===== src/rtl/meter_pkg.sv =====
`default_nettype none
// ============================================================================
//  Module      : meter_pkg
//  Description : Shared types and default constants for the square-wave
//                meter: FSM state encoding and default counter sizing.
//  Revision    : 1.0 - initial release
// ============================================================================
package meter_pkg;

    // Default counter width and stall timeout (in clk cycles).
    localparam int c_CNT_W_DEFAULT       = 24;
    localparam int c_TIMEOUT_CYC_DEFAULT = 12_000_000;

    // IDLE: waiting for the first rising edge after reset or after a stall.
    // MEASURE: counting clk cycles since the most recent rising edge.
    typedef enum logic [0:0] {
        ST_IDLE    = 1'b0,
        ST_MEASURE = 1'b1
    } meter_state_e;

endpackage
`default_nettype wire


===== src/rtl/sync_edge_detect.sv =====
`default_nettype none
// ============================================================================
//  Module      : sync_edge_detect
//  Description : Two-flop synchronizer for an asynchronous pin followed by a
//                previous-value flop, producing single-cycle rise/fall pulses.
//  Ports       : clk   in  1  system clock
//                rst_n in  1  asynchronous reset, active low
//                d     in  1  asynchronous input pin
//                level out 1  synchronized level
//                rise  out 1  one-cycle pulse on a synchronized 0->1
//                fall  out 1  one-cycle pulse on a synchronized 1->0
//  Revision    : 1.0 - initial release
// ============================================================================
module sync_edge_detect (
    input  logic clk,
    input  logic rst_n,
    input  logic d,
    output logic level,
    output logic rise,
    output logic fall
);

    logic s1_q, s1_d;
    logic s2_q, s2_d;
    logic prev_q, prev_d;

    always_comb begin
        s1_d   = d;
        s2_d   = s1_q;
        prev_d = s2_q;
    end

    always_ff @(posedge clk or negedge rst_n) begin
        if (!rst_n) begin
            s1_q   <= 1'b0;
            s2_q   <= 1'b0;
            prev_q <= 1'b0;
        end else begin
            s1_q   <= s1_d;
            s2_q   <= s2_d;
            prev_q <= prev_d;
        end
    end

    // Both edges derive from the same synchronized bit, so they are
    // mutually exclusive by construction.
    assign level = s2_q;
    assign rise  = s2_q & ~prev_q;
    assign fall  = ~s2_q & prev_q;

endmodule
`default_nettype wire


===== src/rtl/square_wave_meter.sv =====
`default_nettype none
// ============================================================================
//  Module      : square_wave_meter
//  Description : Measures an external square wave in clk cycles: the period
//                between the last two rising edges and the high time from a
//                rising edge to the following falling edge. Flags a stall
//                when no rising edge arrives for TIMEOUT_CYC cycles.
//  Ports       : clk       in  1      system clock
//                rst_n     in  1      asynchronous reset, active low
//                sig_in    in  1      asynchronous square-wave input pin
//                period    out CNT_W  cycles between the last two rises
//                high_time out CNT_W  cycles from last rise to next fall
//                valid     out 1      one-cycle strobe: results updated
//                stalled   out 1      level: no rise for TIMEOUT_CYC cycles
//  Revision    : 1.0 - initial release
// ============================================================================
module square_wave_meter
    import meter_pkg::*;
#(
    parameter int CNT_W       = c_CNT_W_DEFAULT,
    parameter int TIMEOUT_CYC = c_TIMEOUT_CYC_DEFAULT
) (
    input  logic             clk,
    input  logic             rst_n,
    input  logic             sig_in,
    output logic [CNT_W-1:0] period,
    output logic [CNT_W-1:0] high_time,
    output logic             valid,
    output logic             stalled
);

    // Last count value reached before declaring a stall. TIMEOUT_CYC is
    // below 2**CNT_W, so the counter never wraps.
    localparam logic [CNT_W-1:0] c_CNT_LAST = CNT_W'(TIMEOUT_CYC - 1);

    logic w_level_unused;
    logic w_rise;
    logic w_fall;

    sync_edge_detect u_sync (
        .clk   (clk),
        .rst_n (rst_n),
        .d     (sig_in),
        .level (w_level_unused),
        .rise  (w_rise),
        .fall  (w_fall)
    );

    meter_state_e     state_q, state_d;
    logic [CNT_W-1:0] cnt_q, cnt_d;
    logic [CNT_W-1:0] hi_cap_q, hi_cap_d;
    logic [CNT_W-1:0] period_q, period_d;
    logic [CNT_W-1:0] high_time_q, high_time_d;
    logic             valid_q, valid_d;
    logic             stalled_q, stalled_d;

    always_ff @(posedge clk or negedge rst_n) begin
        if (!rst_n) begin
            state_q     <= ST_IDLE;
            cnt_q       <= '0;
            hi_cap_q    <= '0;
            period_q    <= '0;
            high_time_q <= '0;
            valid_q     <= 1'b0;
            stalled_q   <= 1'b0;
        end else begin
            state_q     <= state_d;
            cnt_q       <= cnt_d;
            hi_cap_q    <= hi_cap_d;
            period_q    <= period_d;
            high_time_q <= high_time_d;
            valid_q     <= valid_d;
            stalled_q   <= stalled_d;
        end
    end

    always_comb begin
        state_d     = state_q;
        cnt_d       = cnt_q;
        hi_cap_d    = hi_cap_q;
        period_d    = period_q;
        high_time_d = high_time_q;
        valid_d     = 1'b0;
        stalled_d   = stalled_q;

        case (state_q)
            ST_IDLE: begin
                cnt_d = '0;
                // First edge only arms the counter; no full period yet.
                if (w_rise) begin
                    cnt_d     = CNT_W'(1);
                    stalled_d = 1'b0;
                    state_d   = ST_MEASURE;
                end
            end

            ST_MEASURE: begin
                // cnt equals the number of cycles since the last rise, so
                // its value on the fall/rise cycle is the measurement.
                cnt_d = cnt_q + CNT_W'(1);
                if (w_fall) begin
                    hi_cap_d = cnt_q;
                end
                // A rise on the timeout cycle takes priority over the stall.
                if (w_rise) begin
                    period_d    = cnt_q;
                    high_time_d = hi_cap_q;
                    valid_d     = 1'b1;
                    cnt_d       = CNT_W'(1);
                end else if (cnt_q == c_CNT_LAST) begin
                    stalled_d = 1'b1;
                    cnt_d     = '0;
                    state_d   = ST_IDLE;
                end
            end

            default: begin
                state_d = ST_IDLE;
                cnt_d   = '0;
            end
        endcase
    end

    assign period    = period_q;
    assign high_time = high_time_q;
    assign valid     = valid_q;
    assign stalled   = stalled_q;

endmodule
`default_nettype wire

===== config.mk =====
export PLATFORM = sky130hd
export DESIGN_NAME = square_wave_meter
export DESIGN_NICKNAME = d
export VERILOG_FILES = /design/src/rtl/meter_pkg.sv /design/src/rtl/sync_edge_detect.sv /design/src/rtl/square_wave_meter.sv
export SDC_FILE = /design/constraint.sdc
export NUM_CORES = 1
export LEC_CHECK = 0
export BUFFER_PORTS_ARGS = -buffer_cell sky130_fd_sc_hd__buf_2
export CORE_MARGIN = 3
export CORE_UTILIZATION = 57
export CTS_BUF_LIST = sky130_fd_sc_hd__clkbuf_4 sky130_fd_sc_hd__clkbuf_8 sky130_fd_sc_hd__clkbuf_16
export DETAILED_ROUTE_END_ITERATION = 10
export PLACE_DENSITY = 0.79
export SETUP_SLACK_MARGIN = 0.02
export SLEW_MARGIN = 20
export SYNTH_ARGS = -nofsm -noshare
export SYNTH_HDL_FRONTEND = slang
export SYNTH_SLANG_ARGS = --single-unit

===== constraint.sdc =====
create_clock -name clk -period 2.5 [get_ports clk]
set_input_delay 0.75 -clock clk [delete_from_list [all_inputs] [get_ports clk]]
set_output_delay 0.75 -clock clk [all_outputs]
set_load 0.1 [all_outputs]

After elaboration in Yosys (flattened, before gate mapping)
Cells that the tools add are included.
{"block": "classes", "n_addsub": 1, "eq_ne": 4, "muxes": 13, "bitwise_logic": 5, "n_reduce_logical": 3}
{"op": "$mux 24", "count": 2}
{"op": "$pmux 24 s2", "count": 1}
{"op": "$add 24x1->24 const B", "count": 1}
{"op": "$eq 24x24->1 const B", "count": 1}
{"op": "$mux 1", "count": 8}
{"op": "$ne 2x1->1 const B", "count": 2}
{"op": "$pmux 1 s2", "count": 2}
{"op": "$reduce_and 2->1", "count": 2}
{"op": "$not 1->1", "count": 3}
{"op": "$reduce_and 3->1", "count": 1}
{"op": "$and 1x1->1", "count": 2}
{"op": "$ne 2x2->1 const B", "count": 1}
{"block": "totals", "reg_bits": 102, "in_bits": 3, "wordCells": 36}

Longest topological paths before layout
{"block": "logic_depth", "depth_word": 4, "ltp_mapped": 6}

By module
From an unflattened synthesis, not the netlist that was laid out.
{"block": "hier_totals", "cells_unflattened": 303, "hier_area_um2": 4105.2}
{"module": "square_wave_meter", "n_inst": 1, "cells_per_inst": 298, "area_each_um2": 4015.1, "seq_area_each_um2": 2477.4}
{"module": "sync_edge_detect", "n_inst": 1, "cells_per_inst": 5, "area_each_um2": 90.1, "seq_area_each_um2": 75.1}

Worst setup path after synthesis
Ideal clock, no wire load.
{"block": "synth_timing", "path_kind": "register -> register", "startpoint": "reg u_sync.prev_q", "endpoint": "reg period_q[10] (netlist: period[10])", "setup_time_ns": 0.125, "arrival_ns": 1.698, "required_time_ns": 2.375, "path_slack_ns": 0.676, "path_stages_with_launch": 7, "period_less_slack_ns": 1.824, "path_cell_list": "dfrtp_1 > nand2b_1 > inv_1 > ha_1 > clkbuf_1 > buf_2 > mux2_2"}
{"block": "synth_between", "elab_chain_cells": 3}
{"item": "start, declared", "line": "sync_edge_detect.sv:25", "text": "logic prev_q, prev_d;"}
{"item": "start signal, assigned", "line": "sync_edge_detect.sv:41", "text": "prev_q <= prev_d;"}
{"item": "$not 1->1", "line": "sync_edge_detect.sv:48", "text": "assign rise = s2_q & ~prev_q;"}
{"item": "$and 1x1->1", "line": "sync_edge_detect.sv:48"}
{"item": "$reduce_and 2->1 (no line)"}
{"item": "end signal, assigned", "line": "square_wave_meter.sv:70", "text": "period_q <= period_d;"}
{"item": "end, declared", "line": "square_wave_meter.sv:52", "text": "logic [CNT_W-1:0] period_q, period_d;"}
Every way passes these cells.
A chain may end at the register's enable or synchronous reset.

Worst setup path after layout
{"block": "layout_timing", "startpoint": "reg period_q[18] (netlist: period[18])", "endpoint": "out period[18]"}
{"item": "end, declared", "line": "square_wave_meter.sv:26", "text": "output logic [CNT_W-1:0] period,"}
No word-level cell between the ends.

==> flow_summary.toml <==
[synth]
yosys.area.top_type_share_pct = 61.0
yosys.area.top_type = "dfrtp_1"
synth-edff-count = 0
synthTopCellsByArea = "dfrtp_1, mux2_2, xnor2_1"
ys_seq_area_share_pct = 61.0
synth_nets = 320
ys_ff_latch = 102
synth.cell_area_um2 = 4180
synth_warnings = 0
synth_ff_type = "dfrtp_1"
async_reset_ff_share_pct = 100
synthCells = 315
synth.distinct_cells = 40
syn_area_per_cell_um2 = 13.3

[clock_network]
cts_resized = 0
cts_tree = "done"
cts_hold_buf = 0
clock_sinks = 102
clockRootBuffer = "clkbuf_8"
clockBufferDepth = 2
clkTransAtPathRegs_ns = 0.10
clk_latency_ns = 0.37
cts_buffers = 9
cts_setup_buffers = 0
h-tree-depth = 3

[detailed_routing]
ant_nets = 0
drcViolationCount = 0
wl_mm = 7.78
dr.pass1.iters = 4
via_count = 2636
via_per_inst = 5.62
first_iter_violations = 213
wire_per_inst_um = 16.6

[timing]
final-setup-viol-count = 0
max-slew-margin-rel_pct = 62.8
max_freq_mhz = 521
layout_min_cycle_time_ns = 1.92
tns_ns = 0
fin_ws_ns = 0.580
fin_skew_ns = 0.0103
final_min_period_over_clock_period_pct = 76.8
rsz0062_at_grt = "no"
tightest_slew_ns = 0.553
maxSlewViolCount = 0
finalHoldViolations = 0

[floorplanning]
die_h_um = 91.7
start_util_pct = 60.2
num_rows = 30
dieWidth_um = 91.7
io_pins = 53
die_area_um2 = 8400
core_area_um2 = 6940

[run_status]
run_status = "finished clean"

[cells_and_area]
n_antenna_cell = 0
post-route-util_pct = 68.7
stdcell_area_um2 = 4770
drive_above_1_share_pct = 39.9
fin_nets = 373
area_growth_pct = 14.0

[min_path]
min_path_cells = 0
hp-class = "reg2reg"
min_from = "u_sync.s1_q$_DFF_PN0_"
min_to = "u_sync.level$_DFF_PN0_"

[setup_path]
crit_chain = "buf_2"
slowest_stage = "buf_2"
crit_type = "reg2out"
reg2reg_to = "cnt_q[0]$_DFF_PN0_"
crit_fanout = 2
cp_top_family = "buffers and inverters"
ff2ff_setup_slack_ns = 0.70
path_buf_inv = 1
required_ns = 1.75
setup.worst_path.start_class = "register"
slowest_delay_ns = 0.43
rr_startpoint = "cnt_q[1]$_DFF_PN0_"
worstPathArrival_ns = 1.17
end_kind = "primary output"
r2r_cells = 5

[grt]
grtUsageTotal_pct = 20.2
grt_overflow = 0
grt_max_degree = 103
grt_pass1_vias = 2728
antenna_found_initial = 0
grt_pass1_wl_mm = 13.4

[placement]
port_buffers = 52
dpl_cell_area_um2 = 4550
place_ws_ns = 0.731
gp_congestion = 0.818
dpl.hpwl_mm = 5.29

[flow_run]
maxCapViolations = 0

[power_and_ir_drop]
leakage_nw = 2.40
finalPower_mw = 3.75
vdd_drop_max_mv = 0.299
p_per_area_nw_per_um2 = 785
[power by group]
group | switching, mW | total (mW) | internal [mW]
Sequential | 0.0939 | 1.86 | 1.76
Combinational | 0.599 | 0.762 | 0.163
Clock | 0.561 | 1.13 | 0.567
[stage by stage]
step,hold slack (ns),instances
after global routing,0.385,469
after global placement,0.345,453
after floorplan,0.331,315
after detailed placement,0.345,453
after CTS,0.370,469
final,0.371,469
[cell usage in the layout, fill, tap and decap left out, types with 3 or more instances in the layout]
master    Yosys  layout
a21oi_1      10      10
and2_1        4       4
and3_1        3       3
and4_1        3       3
buf_2         9      51
buf_4         0       5
clkbuf_8      0       9
dfrtp_1     102     102
inv_1         8       8
mux2_2       66      66
nand2_1      15      15
nand3_1       8       8
nand4_1       6       6
nor2_1       13      13
nor3_1        3       3
nor4_1        4       4
o21ai_0      11      11
or3_1         5       5
or4_1         3       3
xnor2_1       8       8
xor2_1        4       4
[synth_stat cells (4+ instances only)]
| cell type | count |
|---|---|
| nor4_1 | 4 |
| o21ai_0 | 11 |
| inv_1 | 8 |
| nand3_1 | 8 |
| nand4_1 | 6 |
| buf_2 | 9 |
| a21oi_1 | 10 |
| xor2_1 | 4 |
| mux2_2 | 66 |
| dfrtp_1 | 102 |
| nand2_1 | 15 |
| and2_1 | 4 |
| xnor2_1 | 8 |
| nor2_1 | 13 |
| or3_1 | 5 |
| clkbuf_1 | 6 |
[sequential cells by signal, indices dropped and copies added (netlist names)]
name	count
high_time	24
u_sync.level	1
hi_cap_q	24
u_sync.prev_q	1
stalled	1
valid	1
u_sync.s1_q	1
cnt_q	24
period	24
state_q	1
[logic make-up (layout without fill, tap and decap cells)]
| group | Yosys count | in the layout | synth area share, % |
|---|---|---|---|
| multiplexers | 66 | 66 | 17.8 |
| AO/OA/AOI/OAI | 29 | 29 | 4.19 |
| XOR/XNOR | 12 | 12 | 2.51 |
| AND/OR/NAND/NOR | 81 | 81 | 11.6 |
| adder cells (fa/ha/maj) | 2 | 2 | 0.598 |
| flip-flops | 102 | 102 | 61.0 |
| buffers and inverters | 23 | 81 | 2.33 |
[cell type report]
type / instances / area (um2)
well taps: 96 / 120
multi-input cells: 190 / 1540
clock buffers: 9 / 124
repair buffers: 57 / 313
fillers: 506 / 2170
inverters: 8 / 30.0
clock inverters: 7 / 95.1
flip-flops and latches: 102 / 2550
[per-layer routing]
metal | GRT usage, % | part of all wire (%)
met5 | 0 | 0
met4 | 10.4 | 2.0
met3 | 3.61 | 3.6
met2 | 30.7 | 49
met1 | 28.0 | 46
[worst max-delay path by stage]
| stage | end | slack, ns | from | depth (start not counted) |
|---|---|---|---|---|
| after floorplan | period[10]$_DFFE_PN0P_ | 0.68 | u_sync.prev_q$_DFF_PN0_ | 6 |
| after global placement | cnt_q[0]$_DFF_PN0_ | 0.80 | cnt_q[1]$_DFF_PN0_ | 5 |
| after detailed placement | cnt_q[0]$_DFF_PN0_ | 0.73 | cnt_q[0]$_DFF_PN0_ | 5 |
| after CTS | stalled | 0.56 | stalled$_DFFE_PN0P_ | 1 |
| after global routing | cnt_q[21]$_DFF_PN0_ | 0.51 | cnt_q[5]$_DFF_PN0_ | 4 |
| final | period[18] | 0.58 | period[18]$_DFFE_PN0P_ | 1 |
Note: power is estimated with default switching activity, not from simulation.
